$ cat config.mk
export PLATFORM = sky130hd
export DESIGN_NAME = crc_frame_ctrl
export DESIGN_NICKNAME = d
export VERILOG_FILES = /design/src/rtl/crc_ctrl_pkg.sv /design/src/rtl/crc_sipo_capture.sv /design/src/rtl/crc_frame_ctrl.sv
export SDC_FILE = /design/constraint.sdc
export NUM_CORES = 1
export LEC_CHECK = 0
export ABC_AREA = 0
export CAP_MARGIN = 20
export CORE_MARGIN = 4
export CORE_UTILIZATION = 40
export DETAILED_ROUTE_END_ITERATION = 10
export HOLD_SLACK_MARGIN = 0.08
export PLACE_DENSITY = 0.61
export SYNTH_ARGS = -nofsm -noshare
export SYNTH_HDL_FRONTEND = slang
export SYNTH_SLANG_ARGS = --single-unit
export TNS_END_PERCENT = 100
$ cat constraint.sdc
create_clock -name CLK -period 1.55 [get_ports CLK]
set_input_delay 0.465 -clock CLK [delete_from_list [all_inputs] [get_ports CLK]]
set_output_delay 0.465 -clock CLK [all_outputs]
set_load 0.02 [all_outputs]
$ cat src/rtl/crc_ctrl_pkg.sv
// Shared types and helpers for the serial CRC frame sequencer.
package crc_ctrl_pkg;

   localparam int unsigned DefDataWd  = 8;
   localparam int unsigned DefLfsrWd  = 8;
   localparam int unsigned DefTimeout = 16;

   typedef enum logic [2:0] {
      StIdle,
      StInit,
      StShift,
      StWaitValid,
      StCollect,
      StHold
   } ctrl_state_e;

   // Ceiling log2, never below 1 so every counter has at least one bit.
   function automatic int unsigned clog2(input int unsigned value);
      int unsigned result;
      result = 0;
      while ((64'd1 << result) < 64'(value)) result++;
      if (result == 0) result = 1;
      return result;
   endfunction

endpackage

$ cat src/rtl/crc_sipo_capture.sv
// Serial-in/parallel-out collector for the engine's LSB-first CRC stream.
module crc_sipo_capture
   import crc_ctrl_pkg::*;
#(
   parameter int unsigned LFSR_WD = DefLfsrWd
) (
   input  logic               clk,
   input  logic               rst,
   input  logic               start,
   input  logic               shift,
   input  logic               bit_in,
   output logic [LFSR_WD-1:0] data,
   output logic               done
);

   localparam int unsigned IdxW = clog2(LFSR_WD);

   logic [IdxW-1:0]    idx_q;
   logic [LFSR_WD-1:0] data_q;

   // Asserted while the final bit position is being captured.
   assign done = (idx_q == IdxW'(LFSR_WD - 1));
   assign data = data_q;

   // Start writes bit 0; each shift writes the next position, index saturates at the top.
   always_ff @(posedge clk or posedge rst) begin
      if (rst) begin
         idx_q  <= '0;
         data_q <= '0;
      end else if (start) begin
         data_q[0] <= bit_in;
         idx_q     <= IdxW'(1);
      end else if (shift) begin
         data_q[idx_q] <= bit_in;
         if (!done) idx_q <= idx_q + 1'b1;
      end
   end

endmodule

$ cat src/rtl/crc_frame_ctrl.sv
// Frame sequencer: accepts words, reseeds and feeds the serial CRC engine,
// collects its serial CRC and holds it until the consumer takes it.
module crc_frame_ctrl
   import crc_ctrl_pkg::*;
#(
   parameter int unsigned DATA_WD = DefDataWd,
   parameter int unsigned LFSR_WD = DefLfsrWd,
   parameter int unsigned TIMEOUT = DefTimeout
) (
   input  logic               CLK,
   input  logic               RST,
   input  logic [DATA_WD-1:0] IN_DATA,
   input  logic               IN_LAST,
   input  logic               IN_VALID,
   output logic               IN_READY,
   output logic               ENG_INIT,
   output logic               ENG_DATA,
   output logic               ENG_ACTIVE,
   input  logic               ENG_CRC,
   input  logic               ENG_VALID,
   output logic [LFSR_WD-1:0] CRC_OUT,
   output logic               CRC_VALID,
   input  logic               CRC_READY,
   output logic               ERR_UNDERRUN,
   output logic               ERR_TIMEOUT
);

   localparam int unsigned BitW = clog2(DATA_WD);
   localparam int unsigned ToW  = clog2(TIMEOUT + 1);

   ctrl_state_e        state_q, state_d;
   logic [DATA_WD-1:0] sreg_q, sreg_d;
   logic               last_q, last_d;
   logic [BitW-1:0]    bcnt_q, bcnt_d;
   logic [ToW-1:0]     tcnt_q, tcnt_d;
   logic               eng_init_d, crc_valid_d, err_underrun_d, err_timeout_d;
   logic               cap_start, cap_shift, cap_done;
   logic               word_end;

   assign word_end = (bcnt_q == BitW'(DATA_WD - 1));

   // Next-state, datapath updates and state-decoded outputs.
   always_comb begin
      state_d        = state_q;
      sreg_d         = sreg_q;
      last_d         = last_q;
      bcnt_d         = bcnt_q;
      tcnt_d         = tcnt_q;
      eng_init_d     = 1'b0;
      err_underrun_d = 1'b0;
      err_timeout_d  = 1'b0;
      cap_start      = 1'b0;
      cap_shift      = 1'b0;
      IN_READY       = 1'b0;
      ENG_ACTIVE     = 1'b0;
      ENG_DATA       = 1'b0;
      unique case (state_q)
         StIdle: begin
            IN_READY = 1'b1;
            if (IN_VALID) begin
               sreg_d  = IN_DATA;
               last_d  = IN_LAST;
               state_d = StInit;
            end
         end
         StInit: begin
            bcnt_d  = '0;
            state_d = StShift;
         end
         StShift: begin
            ENG_ACTIVE = 1'b1;
            ENG_DATA   = sreg_q[0];
            sreg_d     = sreg_q >> 1;
            if (!word_end) begin
               bcnt_d = bcnt_q + 1'b1;
            end else if (last_q) begin
               tcnt_d  = '0;
               state_d = StWaitValid;
            end else begin
               // Word boundary: reload without a gap, or drop the frame.
               IN_READY = 1'b1;
               if (IN_VALID) begin
                  sreg_d = IN_DATA;
                  last_d = IN_LAST;
                  bcnt_d = '0;
               end else begin
                  err_underrun_d = 1'b1;
                  eng_init_d     = 1'b1;
                  state_d        = StIdle;
               end
            end
         end
         StWaitValid: begin
            if (ENG_VALID) begin
               cap_start = 1'b1;
               state_d   = StCollect;
            end else begin
               if (tcnt_q != ToW'(TIMEOUT)) tcnt_d = tcnt_q + 1'b1;
               if (tcnt_d == ToW'(TIMEOUT)) begin
                  err_timeout_d = 1'b1;
                  state_d       = StIdle;
               end
            end
         end
         StCollect: begin
            // ENG_VALID is deliberately not consulted once collection has started.
            cap_shift = 1'b1;
            if (cap_done) state_d = StHold;
         end
         StHold: begin
            if (CRC_READY) state_d = StIdle;
         end
         default: state_d = StIdle;
      endcase
      if (state_d == StInit) eng_init_d = 1'b1;
      crc_valid_d = (state_d == StHold);
   end

   // State, datapath and registered outputs.
   always_ff @(posedge CLK or posedge RST) begin
      if (RST) begin
         state_q      <= StIdle;
         sreg_q       <= '0;
         last_q       <= 1'b0;
         bcnt_q       <= '0;
         tcnt_q       <= '0;
         ENG_INIT     <= 1'b1;
         CRC_VALID    <= 1'b0;
         ERR_UNDERRUN <= 1'b0;
         ERR_TIMEOUT  <= 1'b0;
      end else begin
         state_q      <= state_d;
         sreg_q       <= sreg_d;
         last_q       <= last_d;
         bcnt_q       <= bcnt_d;
         tcnt_q       <= tcnt_d;
         ENG_INIT     <= eng_init_d;
         CRC_VALID    <= crc_valid_d;
         ERR_UNDERRUN <= err_underrun_d;
         ERR_TIMEOUT  <= err_timeout_d;
      end
   end

   crc_sipo_capture #(
      .LFSR_WD (LFSR_WD)
   ) u_capture (
      .clk    (CLK),
      .rst    (RST),
      .start  (cap_start),
      .shift  (cap_shift),
      .bit_in (ENG_CRC),
      .data   (CRC_OUT),
      .done   (cap_done)
   );

endmodule

# Word-level counts from Yosys, hierarchy flattened
# Cells that the tools add are included.
[word_totals]
reg_bits = 35
word_cells = 102
in_bits = 15
[op_classes]
n_addsub = 3
reduce_logical = 12
magnitude_cmp = 2
bitwise = 1
mux = 54
n_eq_ne = 18
[ops]
columns = ["op", "count"]
rows = [
  ["3-bit 2-to-1 mux", 14],
  ["8-bit 2-to-1 mux", 4],
  ["5-bit 2-to-1 mux", 6],
  ["1-bit 2-to-1 mux", 22],
  ["3-bit one-hot mux with 6 select lines", 1],
  ["8-bit one-hot mux with 2 select lines", 1],
  ["3-bit equality test (second input constant)", 5],
  ["2-bit != test (second input constant)", 5],
  ["5-bit one-hot mux with 2 select lines", 1],
  ["8-bit bitwise mux", 1],
  ["2-bit nonzero test", 4],
  ["3-bit by 1-bit adder with 3-bit output (second input constant)", 2],
  ["3-bit by 1-bit equality test with 1-bit output (second input constant)", 2],
  ["3-bit by 2-bit equality test with 1-bit output (second input constant)", 2],
  ["3-bit != test (second input constant)", 2],
  ["3-bit one-hot mux with 2 select lines", 1],
  ["2-bit AND reduction", 3],
  ["3-bit AND reduction", 2],
  ["5-bit by 1-bit adder with 5-bit output (second input constant)", 1],
  ["5-bit equality test (second input constant)", 1],
  ["5-bit != test (second input constant)", 1],
  ["3-bit by 4-bit less-than comparator with 1-bit output (second input constant)", 1],
  ["1-bit one-hot mux with 2 select lines", 2],
  ["4-bit AND reduction", 1],
  ["other kinds (5)", 5],
]

# Longest topological paths before layout
[logic_depth]
ltp_word = 10
mapped_depth = 6
depth_no_buf = 6

# Modules after synthesis
# A second synthesis with hierarchy kept.
[hier_totals]
hier_cells = 178
area_unflattened_um2 = 1886.8
[by_module_without_submodules]
columns = ["module", "seq_area_each_um2", "area_each_um2", "n_inst", "cells_per_inst"]
rows = [
  ["crc_frame_ctrl", 601.8, 1327.5, 1, 135],
  ["crc_sipo_capture", 275.3, 559.3, 1, 43],
]

# Least setup slack after synthesis
# OpenSTA, ideal clock, no wires.
[synth_path]
path_kind = "register to output"
startpoint = "register state_q[0]"
endpoint = "output port IN_READY"
arrival_ps = 1310
path_stages_with_launch = 4
t_required_ps = 1085
setup_slack_ps = -225
cell_sequence = "dfrtp_1 buf_2 nor2_2 a21boi_0"
[synth_via]
elab_chain_cells = 2
word_cells_on_any_way = 3
cone_classes = "1 x eq/ne; 1 x mux; 1 x reduce/logical"
[synth_rtl]
columns = ["element", "line", "text"]
rows = [
  ["from (decl)", "crc_frame_ctrl.sv:31", "ctrl_state_e state_q, state_d;"],
  ["from (signal assigned)", "crc_frame_ctrl.sv:122", "state_q <= StIdle;"],
  ["from (signal assigned)", "crc_frame_ctrl.sv:132", "state_q <= state_d;"],
  ["3-bit by 2-bit equality test with 1-bit output / 3-bit logical NOT (equally long branches)", "crc_frame_ctrl.sv:57", "unique case (state_q)"],
  ["1-bit one-hot mux with 2 select lines *", "crc_frame_ctrl.sv:57", ""],
  ["to (decl)", "crc_frame_ctrl.sv:15", "output logic IN_READY,"],
]
# Every way passes the cells marked *; elsewhere a longest branch is shown, timed or not.

# Worst setup path after layout
[layout_path]
startpoint = "register bcnt_q[1]"
endpoint = "output port IN_READY"
[layout_via]
elab_chain_cells = 3
[layout_rtl]
columns = ["element", "line", "text"]
rows = [
  ["from (decl)", "crc_frame_ctrl.sv:34", "logic [BitW-1:0] bcnt_q, bcnt_d;"],
  ["from (signal assigned)", "crc_frame_ctrl.sv:135", "bcnt_q <= bcnt_d;"],
  ["3-bit equality test", "crc_frame_ctrl.sv:40", "assign word_end = (bcnt_q == BitW'(DATA_WD - 1));"],
  ["1-bit 2-to-1 mux", "crc_frame_ctrl.sv:74", "if (!word_end) begin"],
  ["1-bit one-hot mux with 2 select lines", "crc_frame_ctrl.sv:57", ""],
]
# Every way passes these cells.

==> impl_metrics.ini <==
[status]
status = finished, violations left
violations = setup timing

[synthesis]
syn_area_per_cell_sq_um = 10.3
ys_seq_area_share_pct = 48.1
ys.flop_type = dfrtp_1
synth_fp_nets = 198
syn_inst = 177
synth.ff_latch_count = 35
async_flop_share_pct = 100
synth-edff-count = 0
ys_warn_count = 0
syn_area_sq_um = 1820
synth.distinct_cells = 39

[floorplan]
start_util_pct = 41.6
core_sq_um = 4380
dieArea_sq_um = 5700
fp-row-count = 24
io_pins = 30
die_width_microns = 75.5
die_y_microns = 75.5

[run]
maxCapViolations = 0

[place]
pre_cts_slack_ns = -0.422
dpl.hpwl_microns = 2960
portBuffers = 29
gp_congestion = 0.848
dpl_cell_area_sq_um = 2420

[clocking]
cts_tree = yes
cts_made_buffers = 5
cts_sinks = 35
clockRootBuffer = clkbuf_8
worstSkewPairLatency_ns = 0.28
h-tree-depth = 2
path_clk_slew_ns = 0.06
clk_path_buf_depth = 2

[global_routing]
grt_usage_pct = 16.9
grt_start_max_net_pins = 36
grt_antenna_before_repair = 0
grt_pass1_vias = 1582
overflow = 0
grt_pass1_wl_microns = 7330

[routing]
drt-met1-wl_microns = 1950
drc = 0
drtPass1Iterations = 4
totalWireLength_microns = 4270
dr_wl_met2_microns = 2120
ant_nets = 0
via_per_inst = 5.01
vias = 1532
post_drt_wl_per_cell_microns = 14.0
maxUsedRoutingLayer = met4
wl_met3_microns = 126
first_iter_violations = 60

[pwr]
p_leak_nw = 1.32
power.switching_mw = 1.92
pwr-share-clk_pct = 13.3
pwr-share-seq_pct = 30.5
peakVddDrop_mv = 0.805
p_sw_share_pct = 37.8
internal_power_mw = 3.15
pwr_density_cell_nw_per_um2 = 1810
p_total_mw = 5.07
p_comb_share_pct = 56.2

[timing]
tightest_slew_ns = 0.430
drv_slew = 0
rsz0062_at_grt = true
relSlewSlack_pct = 71.1
clock-skew-final_ns = 0.00792
finalSetupViolCount = 27
layout_min_cycle_time_ns = 1.76
min_period_over_period_pct = 114
fmax_mhz = 567
setup_ws_ns = -0.215
hold_viol_final = 0

[critical_path]
critPathKind = reg2out
slowest_delay_ns = 0.36
r2r_cells = 6
endpoint_kind = primary output
cp_cell_sequence = ha_2, ha_4, nand2b_4, a21boi_2, buf_6
worstPathArrival_ns = 1.30
start_kind = flip-flop
required_ns = 1.08
critPathMaxFanout = 2
slowest_stage = dfrtp_1

[cells_and_area]
nFillCells = 354
fin_nets = 274
final_area_sq_um = 2800
syn2layout_area_growth_pct = 53.6
drive_gt1_share_pct = 39.8
utilization_pct = 63.8
diodes = 0

[min_path]
hold_path_depth = 2
hp-class = reg2reg
## metrics by stage
stage                     hold slack, ns  TNS, ns  std cells
after floorplan                    0.442  -0.0435        177
after global placement             0.462    -5.80        282
after detailed placement           0.470    -6.87        282
after CTS                          0.491    -2.59        302
after global routing               0.519    -3.65        306
final                              0.485    -1.97        306
## routing by layer
| layer | vias to the layer above | global-route usage (%) |
|---|---|---|
| met5 | - | 0 |
| met4 | 0 | 6.41 |
| met3 | 9 | 3.56 |
| met2 | 22 | 26.8 |
| met1 | 735 | 22.8 |
| li1 | 766 | - |
## cells in the mapped netlist, types with 2 or more instances
cell type	instances	area (sq um)
mux2_1	2	22.5
mux2i_1	10	100
buf_6	2	22.5
ha_1	6	75.1
dfrtp_1	34	851
xnor2_1	3	26.3
nand2_1	19	71.3
o21ai_0	18	90.1
nor2_1	8	30.0
a22o_1	3	26.3
nor3_1	3	15.0
a21oi_1	4	20.0
and3b_1	2	17.5
nand3b_1	2	15.0
mux2_2	8	90.1
nor2b_1	7	43.8
nand2b_1	3	18.8
nor2_2	3	18.8
nand3_1	4	20.0
and3_1	5	31.3
clkbuf_1	2	7.51
inv_1	11	41.3
a21boi_0	2	15.0
## path summary, 6_finish.rpt
check                                                      to  slack (ns)                  start
worst max-delay path                                 IN_READY       -0.21  bcnt_q[1]$_DFFE_PP0P_
worst min-delay path                    sreg_q[3]$_DFFE_PP0P_        0.49  sreg_q[3]$_DFFE_PP0P_
worst max register to register           state_q[0]$_DFF_PP0_       -0.19  tcnt_q[0]$_DFFE_PP0P_
worst min register to register          sreg_q[3]$_DFFE_PP0P_        0.49  sreg_q[3]$_DFFE_PP0P_
max in group asynchronous                  ENG_INIT$_DFF_PP1_        0.76                    RST
min in group asynchronous       u_capture.data[5]$_DFFE_PP0P_        0.53                    RST
## flip-flops by register name, summed over array words and instances (netlist names)
name             cells
sreg_q               8
u_capture.data       8
tcnt_q               5
bcnt_q               3
state_q              3
u_capture.idx_q      3
CRC_VALID            1
ENG_INIT             1
ERR_TIMEOUT          1
ERR_UNDERRUN         1
last_q               1
## layout by cell type, fill, tap and decap left out, drive strengths merged, types with 5 or more instances in the layout
cell type	synthesis	routed
nor2	11	11
ha	6	6
dfrtp	34	34
mux2i	10	10
nor2b	7	7
clkdlybuf4s50	0	14
o21ai	19	19
nand2	19	19
dlygate4sd2	0	11
inv	11	11
clkbuf	2	7
buf	3	49
mux2	10	10
and3	5	5
## critical path, delay by kind of cell (launching register included)
kind,cells,cell delay (ns)
flip-flops,1,0.36
adder cells (fa/ha/maj),2,0.33
AO/OA/AOI/OAI,1,0.14
buffers and inverters,1,0.13
AND/OR/NAND/NOR,1,0.06
## layout make-up
type	instances	area, sq um	share of cell area, %
clock inverter	1	5.00	0.179
sequential	35	878	31.4
tap	52	65.1	2.32
inverter	11	43.8	1.56
multi-input combinational	126	1060	37.9
timing repair buffer	74	661	23.6
clock buffer	7	86.3	3.08
## cell families after synthesis
family / Yosys count / synth area share (%)
AOI/OAI and AO/OA: 34 / 11.6
xor gates and xnor gates: 4 / 1.92
adders and majority gates: 6 / 4.12
buffers and inverters: 16 / 4.19
DFF: 35 / 48.1
muxes: 20 / 11.7
and+or+nand+nor: 62 / 18.3
## power groups by stage
stage	sequential, mW	combinational [mW]	clock [mW]
2_1_floorplan	1.62	1.26	0
6_report	1.55	2.85	0.672
3_3_place_gp	1.52	2.20	0
5_1_grt	1.59	3.11	0.754
4_1_cts	1.52	2.62	0.704
3_5_place_dp	1.55	2.27	0
## repair_timing
action / 4_1_cts / 5_1_grt
buffers inserted: 13 / 7
hold endpoints to repair: 0 / 0
gates resized for setup: 75 / 15
hold buffers: 0 / 0
pin swaps: 15 / 12
cloned: 0 / 0
setup endpoints to repair: 42 / 34
(Power assumes the default switching activity.)
